<file path="src/rtl/profile_multi_ci_if.sv">
// Custom-instruction bus between the CPU (master) and the profiling block (slave).
interface profile_multi_ci_if;
  logic        ciStart;
  logic [7:0]  ciN;
  logic [31:0] ciValueA;
  logic [31:0] ciValueB;
  logic        ciDone;
  logic [31:0] ciResult;

  modport master (output ciStart, ciN, ciValueA, ciValueB, input ciDone, ciResult);
  modport slave  (input ciStart, ciN, ciValueA, ciValueB, output ciDone, ciResult);
endinterface

</file>
<file path="src/rtl/profile_multi_ci.sv">
// Multi-counter event profiler on the CPU custom-instruction bus.
// Define PROFILE_SATURATE_EN to make counters saturate instead of wrapping.
module profile_multi_ci #(
  parameter logic [7:0] customId      = 8'h00,
  parameter int         NR_COUNTERS   = 8,
  parameter int         COUNTER_WIDTH = 32,
  parameter int         NR_EVENTS     = 8
) (
  input  logic                 clock,
  input  logic                 reset,
  input  logic [NR_EVENTS-1:0] events,
  profile_multi_ci_if.slave    ci
);

  localparam logic [3:0] OP_READ_LO = 4'd0;
  localparam logic [3:0] OP_READ_HI = 4'd1;
  localparam logic [3:0] OP_ENABLE  = 4'd2;
  localparam logic [3:0] OP_CLEAR   = 4'd3;
  localparam logic [3:0] OP_SELECT  = 4'd4;
  localparam logic [3:0] OP_STATUS  = 4'd5;
  localparam logic [3:0] OP_CLR_OVF = 4'd6;
  localparam logic [4:0] NC         = 5'(NR_COUNTERS);

  logic                     accept;
  logic [3:0]               op;
  logic [3:0]               idx;
  logic                     idx_ok;
  logic [NR_COUNTERS-1:0]   set_mask;
  logic [NR_COUNTERS-1:0]   clr_mask;
  logic                     op_clear, op_select, op_clr_ovf;
  logic [15:0]              ev_ext;
  logic [COUNTER_WIDTH-1:0] cnt_arr [16];
  logic [NR_COUNTERS-1:0]   ovf_vec;

  logic [NR_COUNTERS-1:0]   enable_q, enable_d;
  logic [31:0]              shadow_q, shadow_d;
  logic                     done_q, done_d;
  logic [31:0]              result_q, result_d;
  logic [63:0]              rd_ext;
  logic                     unused_bits;

  assign accept     = ci.ciStart && (ci.ciN == customId);
  assign op         = ci.ciValueA[3:0];
  assign idx        = ci.ciValueA[7:4];
  assign idx_ok     = {1'b0, idx} < NC;
  assign set_mask   = ci.ciValueB[NR_COUNTERS-1:0];
  assign clr_mask   = ci.ciValueB[16 +: NR_COUNTERS];
  assign op_clear   = accept && (op == OP_CLEAR);
  assign op_select  = accept && (op == OP_SELECT) && idx_ok;
  assign op_clr_ovf = accept && (op == OP_CLR_OVF);
  // Unconnected select codes land on zero-extended bits, i.e. constant 0.
  assign ev_ext     = 16'(events);
  assign unused_bits = ^{ci.ciValueA[31:8], ci.ciValueB};

  for (genvar gi = 0; gi < NR_COUNTERS; gi++) begin : g_ctr
    logic [COUNTER_WIDTH-1:0] cnt_q, cnt_d;
    logic [3:0]               sel_q, sel_d;
    logic                     ovf_q, ovf_d;
    logic                     inc;

    assign inc         = enable_q[gi] & ev_ext[sel_q];
    assign cnt_arr[gi] = cnt_q;
    assign ovf_vec[gi] = ovf_q;

    always_comb begin
      cnt_d = cnt_q;
      sel_d = sel_q;
      ovf_d = ovf_q;
      if (op_clr_ovf && set_mask[gi]) ovf_d = 1'b0;
      // A wrap/saturation in the same cycle as CLR_OVF leaves the flag set.
      if (inc) begin
        if (&cnt_q) begin
          ovf_d = 1'b1;
`ifdef PROFILE_SATURATE_EN
          cnt_d = cnt_q;
`else
          cnt_d = '0;
`endif
        end else begin
          cnt_d = cnt_q + COUNTER_WIDTH'(1);
        end
      end
      if (op_clear && set_mask[gi]) cnt_d = '0;
      if (op_select && (idx == 4'(gi))) sel_d = ci.ciValueB[3:0];
    end

    always_ff @(posedge clock or posedge reset) begin
      if (reset) begin
        cnt_q <= '0;
        sel_q <= 4'(gi % NR_EVENTS);
        ovf_q <= 1'b0;
      end else begin
        cnt_q <= cnt_d;
        sel_q <= sel_d;
        ovf_q <= ovf_d;
      end
    end
  end

  for (genvar gi = NR_COUNTERS; gi < 16; gi++) begin : g_pad
    assign cnt_arr[gi] = '0;
  end

  always_comb begin
    rd_ext   = idx_ok ? 64'(cnt_arr[idx]) : 64'd0;
    enable_d = enable_q;
    shadow_d = shadow_q;
    result_d = '0;
    done_d   = accept;
    if (accept) begin
      case (op)
        OP_READ_LO: begin
          result_d = rd_ext[31:0];
          shadow_d = rd_ext[63:32];
        end
        OP_READ_HI: result_d = shadow_q;
        OP_ENABLE:  enable_d = (enable_q | set_mask) & ~clr_mask;
        OP_STATUS:  result_d = {16'(ovf_vec), 16'(enable_q)};
        default:    result_d = '0;
      endcase
    end
  end

  always_ff @(posedge clock or posedge reset) begin
    if (reset) begin
      enable_q <= '0;
      shadow_q <= '0;
      done_q   <= 1'b0;
      result_q <= '0;
    end else begin
      enable_q <= enable_d;
      shadow_q <= shadow_d;
      done_q   <= done_d;
      result_q <= result_d;
    end
  end

  assign ci.ciDone   = done_q;
  assign ci.ciResult = result_q;

endmodule
</file>
<file path="src/flat_wrapper.sv">
// flat-port wrapper written by rule: the top's interface ports become plain ports
module profile_multi_ci_flat 
#(
  parameter logic [7:0] customId      = 8'h00,
  parameter int         NR_COUNTERS   = 8,
  parameter int         COUNTER_WIDTH = 32,
  parameter int         NR_EVENTS     = 8
)
  (clock, reset, events, ci_ciStart, ci_ciN, ci_ciValueA, ci_ciValueB, ci_ciDone, ci_ciResult);
  profile_multi_ci_if ci_i ();
  input  logic clock;
  input  logic reset;
  input  logic [NR_EVENTS-1:0] events;
  input wire logic [$bits(ci_i.ciStart)-1:0] ci_ciStart;
  input wire logic [$bits(ci_i.ciN)-1:0] ci_ciN;
  input wire logic [$bits(ci_i.ciValueA)-1:0] ci_ciValueA;
  input wire logic [$bits(ci_i.ciValueB)-1:0] ci_ciValueB;
  output wire logic [$bits(ci_i.ciDone)-1:0] ci_ciDone;
  output wire logic [$bits(ci_i.ciResult)-1:0] ci_ciResult;
  assign ci_i.ciStart = ci_ciStart;
  assign ci_i.ciN = ci_ciN;
  assign ci_i.ciValueA = ci_ciValueA;
  assign ci_i.ciValueB = ci_ciValueB;
  assign ci_ciDone = ci_i.ciDone;
  assign ci_ciResult = ci_i.ciResult;
  profile_multi_ci #(.customId(customId), .NR_COUNTERS(NR_COUNTERS), .COUNTER_WIDTH(COUNTER_WIDTH), .NR_EVENTS(NR_EVENTS)) u_core (.clock(clock), .reset(reset), .events(events), .ci(ci_i));
endmodule
</file>
<file path="config.mk">
export PLATFORM = sky130hd
export DESIGN_NAME = profile_multi_ci_flat
export DESIGN_NICKNAME = d
export VERILOG_FILES = /design/src/rtl/profile_multi_ci_if.sv /design/src/rtl/profile_multi_ci.sv /design/src/flat_wrapper.sv
export SDC_FILE = /design/constraint.sdc
export NUM_CORES = 1
export LEC_CHECK = 0
export BUFFER_PORTS_ARGS = -buffer_cell sky130_fd_sc_hd__buf_2
export CAP_MARGIN = 20
export CORE_AREA = 2 2 261 263
export DETAILED_ROUTE_END_ITERATION = 10
export DIE_AREA = 0 0 263 265
export GPL_TIMING_DRIVEN = 0
export PLACE_DENSITY = 0.42
export SLEW_MARGIN = 10
export SYNTH_ARGS = -nofsm -noshare
export SYNTH_HDL_FRONTEND = slang
export SYNTH_SLANG_ARGS = --single-unit
</file>
<file path="constraint.sdc">
create_clock -name clock -period 11.3 [get_ports clock]
set_clock_uncertainty 0.1 [all_clocks]
set_input_delay 0 -clock clock [delete_from_list [all_inputs] [get_ports clock]]
set_output_delay 0 -clock clock [all_outputs]
set_load 0.02 [all_outputs]
</file>
# Word-level counts from Yosys, hierarchy flattened
# Index checks and enable logic that the tools add are counted.
[classes]
n_reduce_logical = 50
bitwise_logic = 12
order_cmp = 10
mux = 70
n_addsub = 8
n_eq_ne = 13
[op_table]
columns = ["operator", "n"]
rows = [
  ["32-bit 2-to-1 mux", 28],
  ["32-bit by 1-bit adder with 32-bit output (second input constant)", 8],
  ["32-bit AND reduction", 8],
  ["32-bit binary-select mux with 4-bit select", 1],
  ["32-bit case mux with 3 select lines", 1],
  ["4-bit by 5-bit < comparator with 1-bit output (second input constant)", 8],
  ["1-bit binary-select mux with 4-bit select", 8],
  ["1-bit 2-to-1 mux", 32],
  ["1-bit logical AND", 29],
  ["4-bit by 3-bit equality test with 1-bit output (second input constant)", 7],
  ["4-bit by 2-bit equality test with 1-bit output (second input constant)", 4],
  ["2-bit nonzero test", 8],
  ["1-bit AND", 8],
  ["8-bit AND", 1],
  ["4-bit by 1-bit equality test with 1-bit output (second input constant)", 2],
  ["4-bit logical NOT", 2],
  ["8-bit logical NOT", 1],
  ["8-bit inverter", 1],
  ["8-bit bitwise OR", 1],
  ["5-bit >= comparator (second input constant)", 1],
  ["4-bit inverter with 5-bit output", 1],
  ["4-bit < comparator (second input constant)", 1],
  ["2-bit AND reduction", 2],
]
[word_totals]
output_inout_bits = 33
register_bits = 369
wordCells = 191

# Longest topological paths before layout
# Gate-level depths: netlist (run 1).
[logic_depth]
word_depth = 7
mapped_depth = 9
mapped_depth_nobuf = 7

# Worst setup path after synthesis (run 1)
# OpenSTA, ideal clock, no wires.
[synth_timing]
kind = "register -> register"
start = "reg u_core.g_ctr[2].cnt_q[0]"
end = "reg u_core.g_ctr[2].cnt_q[28]"
path_stages_with_launch = 9
synth_period_minus_slack_ns = 2.452
path_slack_ns = 8.848
setup_ns = 0.133
required_time_ns = 11.067
arrival_ns = 2.219
n_path_buf = 1
path_cell_list = "dfrtp_1 ha_1 nand3_2 or4_4 or4b_1 buf_2 nor3_2 xnor2_1 nor2_1"
[synth_via]
elab_chain_cells = 4
word_cells_on_any_way = 5
[synth_lines]
columns = ["item", "line_no", "text"]
rows = [
  ["from (decl)", "profile_multi_ci.sv:56", "logic [COUNTER_WIDTH-1:0] cnt_q, cnt_d;"],
  ["from (signal assigned)", "profile_multi_ci.sv:93", "cnt_q <= cnt_d;"],
  ["32-bit by 1-bit adder with 32-bit output / 32-bit AND reduction (equally long branches)", "profile_multi_ci.sv:80, profile_multi_ci.sv:72", ""],
  ["32-bit 2-to-1 mux (*)", "profile_multi_ci.sv:72", "if (&cnt_q) begin"],
  ["32-bit 2-to-1 mux (*)", "profile_multi_ci.sv:71", "if (inc) begin"],
  ["32-bit 2-to-1 mux (*)", "profile_multi_ci.sv:83", "if (op_clear && set_mask[gi]) cnt_d = '0;"],
]
# Mark *: on every way between the ends. The rest lies on a longest branch, timed or not. The select of a mux whose other input is x is not followed.
# A chain may end at the register's enable or synchronous reset.

# Worst setup path in the final report (run 1)
[layout_timing]
start = "in ci_ciN[5]"
end = "reg u_core.result_q[4] (netlist: u_core.ci.ciResult[4])"
[layout_via]
elab_chain_cells = 3
[layout_lines]
columns = ["item", "line_no", "text"]
rows = [
  ["from (decl)", "flat_wrapper.sv:15", "input wire logic [$bits(ci_i.ciN)-1:0] ci_ciN;"],
  ["8-bit logical NOT", "profile_multi_ci.sv:42", "assign accept = ci.ciStart && (ci.ciN == customId);"],
  ["1-bit logical AND", "profile_multi_ci.sv:42", ""],
  ["32-bit 2-to-1 mux", "profile_multi_ci.sv:110", "if (accept) begin"],
  ["net u_core.result_d[4]", "profile_multi_ci.sv:38", "logic [31:0] result_q, result_d;"],
  ["to (signal assigned)", "profile_multi_ci.sv:134", "result_q <= result_d;"],
  ["to (decl)", "profile_multi_ci.sv:38", ""],
]
# The timed path passes the listed nets, and every way through them passes these cells.

==> summary by stage, run 1 <==
Route
The routed wire length is 80060 µm. After detailed routing, the number of remaining DRC violations is 0. The detail-routed net length per standard cell is 25.54 µm. The first detailed-routing pass took 6 iterations. The final route contains 18400 vias. The routed wire length on met3 is 5850 µm. Summed over all nets, wire length on met2 after detailed routing comes to 32970 µm. The routed length on met1 is slightly below 40000 µm. The detail route stage leaves a number of antenna-violating nets equal to 0. The highest metal layer with signal wires is met5. The starting DRC count in detailed routing is 1994.

Using the TritonRoute via totals, the vias-per-cell ratio works out to 5.872.

Yosys
Yosys attributes the largest share of cell area to dfrtp_1, mux4_2, o21ai_0. The count of unique library cells instantiated by Yosys is 81. The share of synthesized area in the top cell type comes to 0.4090.

The most used flip-flop cell after synthesis is dfrtp_1. In this run the mean area of a mapped cell was 9.598 µm². The flip-flop and latch count after synthesis is 337. After synthesis the cells add up to 19890 µm². The count of synthesis-stage warnings from yosys is 0. Synthesis produced 2072 cells. The synthesized design contains 0 enable-type register cells.

The number of nets handed over by synthesis was 2163. For this run, asynchronously set or reset flops after synthesis account for 1.000. Of all cell types, the one taking the most synthesized area is dfrtp_1.

The sequential cell area fraction in the yosys report is 0.4248.

Global route
After global routing the overflow that remains totals 0. The first global-routing pass estimated 119300 µm of wire. Entering global routing, the biggest net connects 108 pins. The via count of the first global-routing pass is roughly 17000. In the global route stage, overall resource usage came out at 0.2286. The number of antenna violations at the first check in global routing is 5.

Pwr
Of the total power, the share spent switching nets is 0.2364. In this run the static leakage power is 0.009357 µW. The cell-internal power is 2107 µW. The worst-case IR drop observed on VDD is about 0.000082 V. For this design the total switching power over the nets is 652.2 µW. The part of the power in the clock network is 0.517. The relative contribution of combinational cells to total power is 0.042. Dividing total power by cell area gives a power density of 118.8 nW/µm². The share of power burned in registers is 0.441.

Timing
Static timing analysis puts the maximum clock frequency at slightly below 300 MHz. The max-slew violation count is 0. The worst relative slew slack is 0.2979.

The final clock period utilization by the worst path is 0.3064. For the finished layout, the period the worst path requires is 3463 ps. For the final routed database, the setup TNS stands at 0 ps. At the pin with the least slew margin, the transition time is 1045 ps. The number of setup violations in the final report is 0. The hold violation total from the final report is 0. Setup repair after global routing left no endpoint under its margin.

Clocking
The clock buffer count from CTS is 43. The maximum buffer depth of the clock tree is 3. The count of clock tree sinks is 337. The clock-pin slew on the worst setup and hold paths is 60 ps. TritonCTS built the clock tree. The latest clock arrival within the worst-skew pair is a little under 600 ps.

The number of gates resized after CTS is 0. The maximum level of the CTS H-tree is 2. The buffer type at the clock tree root is clkbuf_16.

Cells and area
In the final layout, the share of cells above drive strength 1 is 0.1510. From synthesis to final layout, the design area changed by 16.80%. Counting the fill cells in the layout gives 6858. The post-layout utilization of the core is 0.3477. In the final design database the tool counted 2318 nets.

Worst hold path
The tightest min-delay check is of the in -> reg type.

Worst setup path
Walking the worst path, the cells encountered are dlygate4sd3_1 -> buf_2 -> nor3_1 -> dlygate4sd3_1 -> nand2_1 -> nor3_1 -> nand3_1 -> clkbuf_1 -> o21ai_0. The largest single stage delay on the critical path is 700 ps. The type of origin of the critical path is an input port.

The worst setup path is of the in -> reg kind. The maximum fanout along the worst path is 10. For the worst setup path, the data required time is 11580 ps. The cell with the biggest individual delay on the critical path is o21ai_0. The kind of end point of the critical path is a flip-flop. At the worst endpoint, the arrival time is roughly 3800 ps.

Place
The count of buffers from port buffering is 70. At the end of routability-driven placement, the weighted congestion stood at 0.8774. Detailed placement finished with a half-perimeter wire length of between 60000 and 70000 µm.

Floorplanning
The initialized floorplan defines 95 standard-cell rows. The count of boundary I/O pins is 116. The die covers about 70000 µm². The starting utilization of the core area is 0.2977. The region available for standard cell placement spans around 67000 µm². The die is 263 µm wide. The die height is roughly 270 µm.

Flow run
The max-cap violation count is 0.

Outcome
The flow ran to the end, and the final reports show no timing, DRC or antenna violations.
routing by layer:
metal | vias up | GRT usage
met5 | - | 0
met4 | 2 | 0.06332
met3 | 99 | 0.03920
met2 | 724 | 0.3218
met1 | 9351 | 0.3548
li1 | 8226 | -
cell usage in the layout (no fill, tap or decap), types with 10 or more instances in the layout:
cell type	synthesis	routed
o21ai_1	10	10
nand3_1	120	120
or3_1	23	23
clkbuf_1	61	71
mux2_2	34	34
nand2b_1	25	25
xor2_1	19	19
buf_2	29	99
dfstp_2	12	12
o21ai_0	207	207
a41oi_1	14	14
inv_1	36	35
and4_1	25	25
and3_1	68	68
mux2i_1	47	47
or2_2	12	12
a21o_1	11	11
xnor2_1	25	25
dfrtp_1	325	325
dlygate4sd3_1	0	36
o31ai_1	69	69
nor4_1	29	27
a31oi_1	49	49
clkbuf_16	0	43
and2_1	12	12
nand2_1	172	172
nor2_1	168	168
nor3b_1	10	10
nor3_1	53	53
a21oi_1	82	82
clkbuf_8	0	10
nor2b_1	19	19
mux4_2	74	74
nand4_1	81	81
layout make-up:
| class | instances | area [µm²] | share of cell area |
|---|---|---|---|
| Clock inverter | 14 | 173.9 | 0.007488 |
| Sequential cell | 337 | 8448 | 0.3637 |
| Timing Repair Buffer | 110 | 798.3 | 0.03437 |
| Buffer | 104 | 442.9 | 0.01907 |
| Tap cell | 873 | 1092 | 0.04703 |
| Antenna cell | 2 | 5.005 | 0.0002155 |
| Multi-Input combinational cell | 1595 | 10870 | 0.4681 |
| Clock buffer | 63 | 1251 | 0.05387 |
| Inverter | 36 | 142.6 | 0.006141 |
through the flow:
stage / hold slack [ps] / std cells / power [µW] / setup slack [ps] / cell area, µm²
finish: 42.72 / 3134 / 2759 / 7837 / 23230
global route: 43.92 / 3132 / 2851 / 7682 / 23220
CTS: 2.963 / 3131 / 2795 / 7952 / 23220
detailed placement: -27.44 / 3018 / 1349 / 7826 / 21430
global placement: 73.32 / 3015 / 1345 / -3127 / 21330
floorplan: -14.27 / 2072 / 1300 / 1882 / 19890
cell families (layout without fill, tap and decap cells):
logic type / count (synthesis) / count (layout) / synth area share
AND/OR/NAND/NOR: 868 / 868 / 0.2322
XOR/XNOR: 44 / 44 / 0.01938
flip-flops: 337 / 337 / 0.4248
other: 0 / 2 / 0
buffers and inverters: 140 / 327 / 0.02907
multiplexers: 155 / 155 / 0.1267
AO/OA/AOI/OAI: 520 / 520 / 0.1628
adder cells (fa/ha/maj): 8 / 8 / 0.005034
power groups by stage:
stage / logic, µW / registers [µW] / clock network (µW)
after floorplan: 63.6 / 1240 / 0
after global placement: 105 / 1240 / 0
after CTS: 118 / 1220 / 1460
after detailed placement: 110 / 1240 / 0
after global routing: 126 / 1220 / 1510
final: 116 / 1220 / 1430
registers in the layout, summed over array words and instances, names as in the netlist:
signal	count
u_core.ci.ciDone	1
u_core.ci.ciResult	32
u_core.enable_q	8
u_core.g_ctr.cnt_q	256
u_core.g_ctr.ovf_q	8
u_core.g_ctr.sel_q	32
synthesized netlist by cell type (11+ instances only):
cell      count
dfstp_2      12
a31oi_1      49
mux4_2       74
buf_2        29
a21o_1       11
a21oi_1      82
and2_1       12
or3_1        23
dfrtp_1     325
nand2_1     172
mux2i_1      47
a41oi_1      14
and3_1       68
nor4_1       29
mux2_2       34
nand4_1      81
nor2b_1      19
o21ai_0     207
or2_2        12
xnor2_1      25
and4_1       25
inv_1        36
xor2_1       19
nor3_1       53
o31ai_1      69
nor2_1      168
nand3_1     120
clkbuf_1     61
nand2b_1     25
critical path, delay by kind of cell:
kind                   cells  cell delay, ps
AOI/OAI and AO/OA          1             700
buffers and inverters      4            1690
and+or+nand+nor            4            1350
final timing paths:
path	startpoint	end	slack, ps	cells past startpoint
hold reg to reg	u_core.g_ctr[3].sel_q[3]	u_core.g_ctr[3].sel_q[3]	410	1
setup / recovery	ci_ciN[5]	u_core.ci.ciResult[4]	7840	9
min in group asynchronous	reset	u_core.g_ctr[1].cnt_q[27]	510	4
max in group asynchronous	reset	u_core.g_ctr[7].cnt_q[29]	9220	6
hold / removal	ci_ciN[3]	u_core.g_ctr[5].cnt_q[21]	40	6
setup reg to reg	u_core.g_ctr[5].cnt_q[5]	u_core.g_ctr[5].cnt_q[5]	8000	7
what timing repair did:
action                                  4_1_cts  5_1_grt
buffers inserted                              0        0
endpoints found under the setup margin        0        0
hold buffers                                 36        0
endpoints found under the hold margin       305        0
No activity file was read; power rests on OpenSTA's default activity.
==> run 2, diff against run 1 <==
Settings changed: PLACE_DENSITY 0.42 to 0.43.
Clock period 11.3 ns to 2.83 ns, I/O delays scaled along.
==> run 2 against run 1 <==
  * Largest cell class unchanged
  * Clock-buffer cell count fell by 1
  * Power rose to 4.1 times the previous value
  * Critical endpoint unchanged
  * Flip-flop and latch count did not move
  * Hold slack got worse by 11 ps
  * Final cell count rose by 0.77%
==> summary by stage, run 2 (same netlist as run 1, synthesis figures left out) <==
Place
The count of buffers from port buffering is 70. The pre-CTS worst setup slack is -670.1 ps. The placed wire-length estimate is 60700 µm. The instance area after placement is 21580 µm². Routability-driven placement finished with a final weighted congestion of 0.8954.

Outcome
The flow ran to the end, and the final reports show no timing, DRC or antenna violations.

Cells and area
The post-layout utilization of the core is 0.3581. In the layout the commonest cells are dfrtp_1, o21ai_0, nand2_1. More flip-flops sit in one register than any other, and that register is u_core.g_ctr.cnt_q.

The library cell used most frequently in the layout, excluding fill and tap cells, is dfrtp_1. In the final layout, the share of cells above drive strength 1 is 0.1864. After routing the design area is approximately 24000 µm². The layout overhead on the synthesized area is 20.28%. The register with the most flip-flops in the layout has about 260 of them.

0 antenna diodes ended up in the layout. The net count of the finished layout is 2342.

Worst setup path
The required time of the critical path is 3120 ps. The worst setup path is launched from an input port. The worst setup path is captured at a flip-flop. In this run the worst path has a maximum fanout of 10. For the worst setup path, the data arrival time is 3060 ps. The type of the worst setup path is in -> reg.

Floorplanning
In this run the count of I/O pins placed on the die edge is 116. The floorplan step defined a core boundary enclosing around 67000 µm². The standard-cell row count is 95.

The floorplan step set the die width to 263 µm. The floorplan step defined a die boundary enclosing 69700 µm². In this run the vertical extent of the chip is 265 µm. The initial utilization of the core area, before any placement, comes to 0.2977.

Pwr
The power density over the cells is 476.3 nW/µm². The peak supply drop is between 0.0004 and 0.0005 V. Summed over all cells, the static leakage comes to 0.009668 µW. The total power is 11390 µW.

Timing
The max-slew violation count came to 0. The final period demand of the worst path is 2767 ps. The hold violation total from the final report is 0. The worst relative slew slack is 0.3702. After routing, the total negative slack on setup checks comes to 0 ps. The final worst slack is ~63 ps.

Setup repair after global routing could not meet its margin everywhere. In the finished design, the share of the clock period the worst path needs comes to 0.9779. The maximum operating frequency is around 360 MHz.

The slew at the pin closest to its max-slew limit is 937.4 ps. Setup violations remaining at the end of the flow were counted as 0.

Clocking
The clock buffer count from CTS is 42. The clock tree synthesis step divided the H-tree into 2 levels. The count of clock tree sinks is 337. The CTS tree is built. No sink is reached through more buffers than the 3 on the longest clock path. The clock-pin slew on the worst setup and hold paths is 60 ps. The buffer type at the clock tree root is clkbuf_16. The latest clock arrival within the worst-skew pair is 590 ps.

Route
The first detailed-routing pass took 5 iterations. In this run, the number of DRC markers left after iteration 0 of detailed routing was 1860. The post-route DRC violation count is 0. The routed wire length is 79900 µm. Dividing the detail-routed wire length by the instance count gives 25.30 µm. The vias per cell is 5.878.

Detailed routing inserted a total of between 15000 and 20000 vias. The detail route stage leaves a number of antenna-violating nets equal to 0.

Global route
The total overflow left after global routing is 0. Entering global routing, the biggest net connects 35 pins. Across every metal layer, demand over resource in global routing totals 0.2273. The first global-routing pass estimated 119400 µm of wire. The number of antenna violations at the first check in global routing is 7. The via count of the first global-routing pass is 17620.

Flow run
The max-cap violation count is 0.

Worst hold path
The tightest min-delay check is of the in -> reg type.
==> run 2: cell count changes in the layout (fill, tap and decap cells not counted), moves of 6 or more <==
cell      change
buf_4        +27
clkbuf_1     -20
buf_12       +12
clkbuf_2     +10
dfrtp_1       -8
dfrtp_2       +8
buf_2         -7
nor2_1        -6
==> run 2: what timing repair did <==
| action | CTS | global route |
|---|---|---|
| resized for setup | 30 | 48 |
| hold buffers | 32 | 0 |
| pin swaps | 5 | 12 |
| endpoints found under the setup margin | 167 | 173 |
| setup buffers | 4 | 20 |
| hold endpoints to repair | 144 | 0 |
==> run 2: routing by layer <==
metal	wire length [µm]	GRT usage	up-vias
li1	-	-	8254
met1	38950	0.3527	9465
met2	33010	0.3254	729
met3	5878	0.03288	114
met4	2063	0.06208	0
met5	0	0	-
==> run 2: critical path, stage by stage <==
cell and delay (ps):
buf_2 110, dlygate4sd3_1 540, or4b_1 560, nor3_1 330, nand3_1 390, clkbuf_1 400
o21ai_0 720
==> run 2: layout make-up <==
cell class	count	area (µm²)
Buffer	100	462.9
Inverter	36	138.9
Sequential cell	337	8458
Tap cell	873	1092
Timing Repair Buffer	139	1121
Fill cell	6802	42880
Multi-Input combinational cell	1595	11100
Clock buffer	62	1310
Clock inverter	16	237.7
==> run 2: path summary, 6_finish.rpt <==
| path | from | endpoint | slack (ps) | depth (start not counted) |
|---|---|---|---|---|
| setup / recovery | ci_ciN[6] | u_core.ci.ciResult[4] | 60 | 7 |
| setup reg to reg | u_core.g_ctr[2].sel_q[1] | u_core.g_ctr[2].cnt_q[19] | 110 | 6 |
| min in group asynchronous | reset | u_core.g_ctr[0].cnt_q[13] | 560 | 4 |
| hold reg to reg | u_core.g_ctr[3].sel_q[3] | u_core.g_ctr[3].sel_q[3] | 410 | 1 |
| max in group asynchronous | reset | u_core.g_ctr[4].cnt_q[13] | 740 | 8 |
| hold / removal | ci_ciValueB[16] | u_core.enable_q[0] | 30 | 3 |
==> run 2: stage by stage <==
| stage | hold WS, ps | std cells |
|---|---|---|
| final | 32.09 | 3158 |
| after global routing | 44.59 | 3158 |
| after CTS | 1.694 | 3141 |
| after detailed placement | 36.42 | 3028 |
| after global placement | 73.50 | 3015 |
| after floorplan | -14.27 | 2072 |
==> run 2: power by group <==
group	switching [µW]	leakage, µW	internal, µW	total [µW]
Sequential	26.6	0.00455	4830	4860
Clock	2300	0.000759	3750	6050
Combinational	305	0.00436	180	485
Total	2630	0.00967	8760	11400
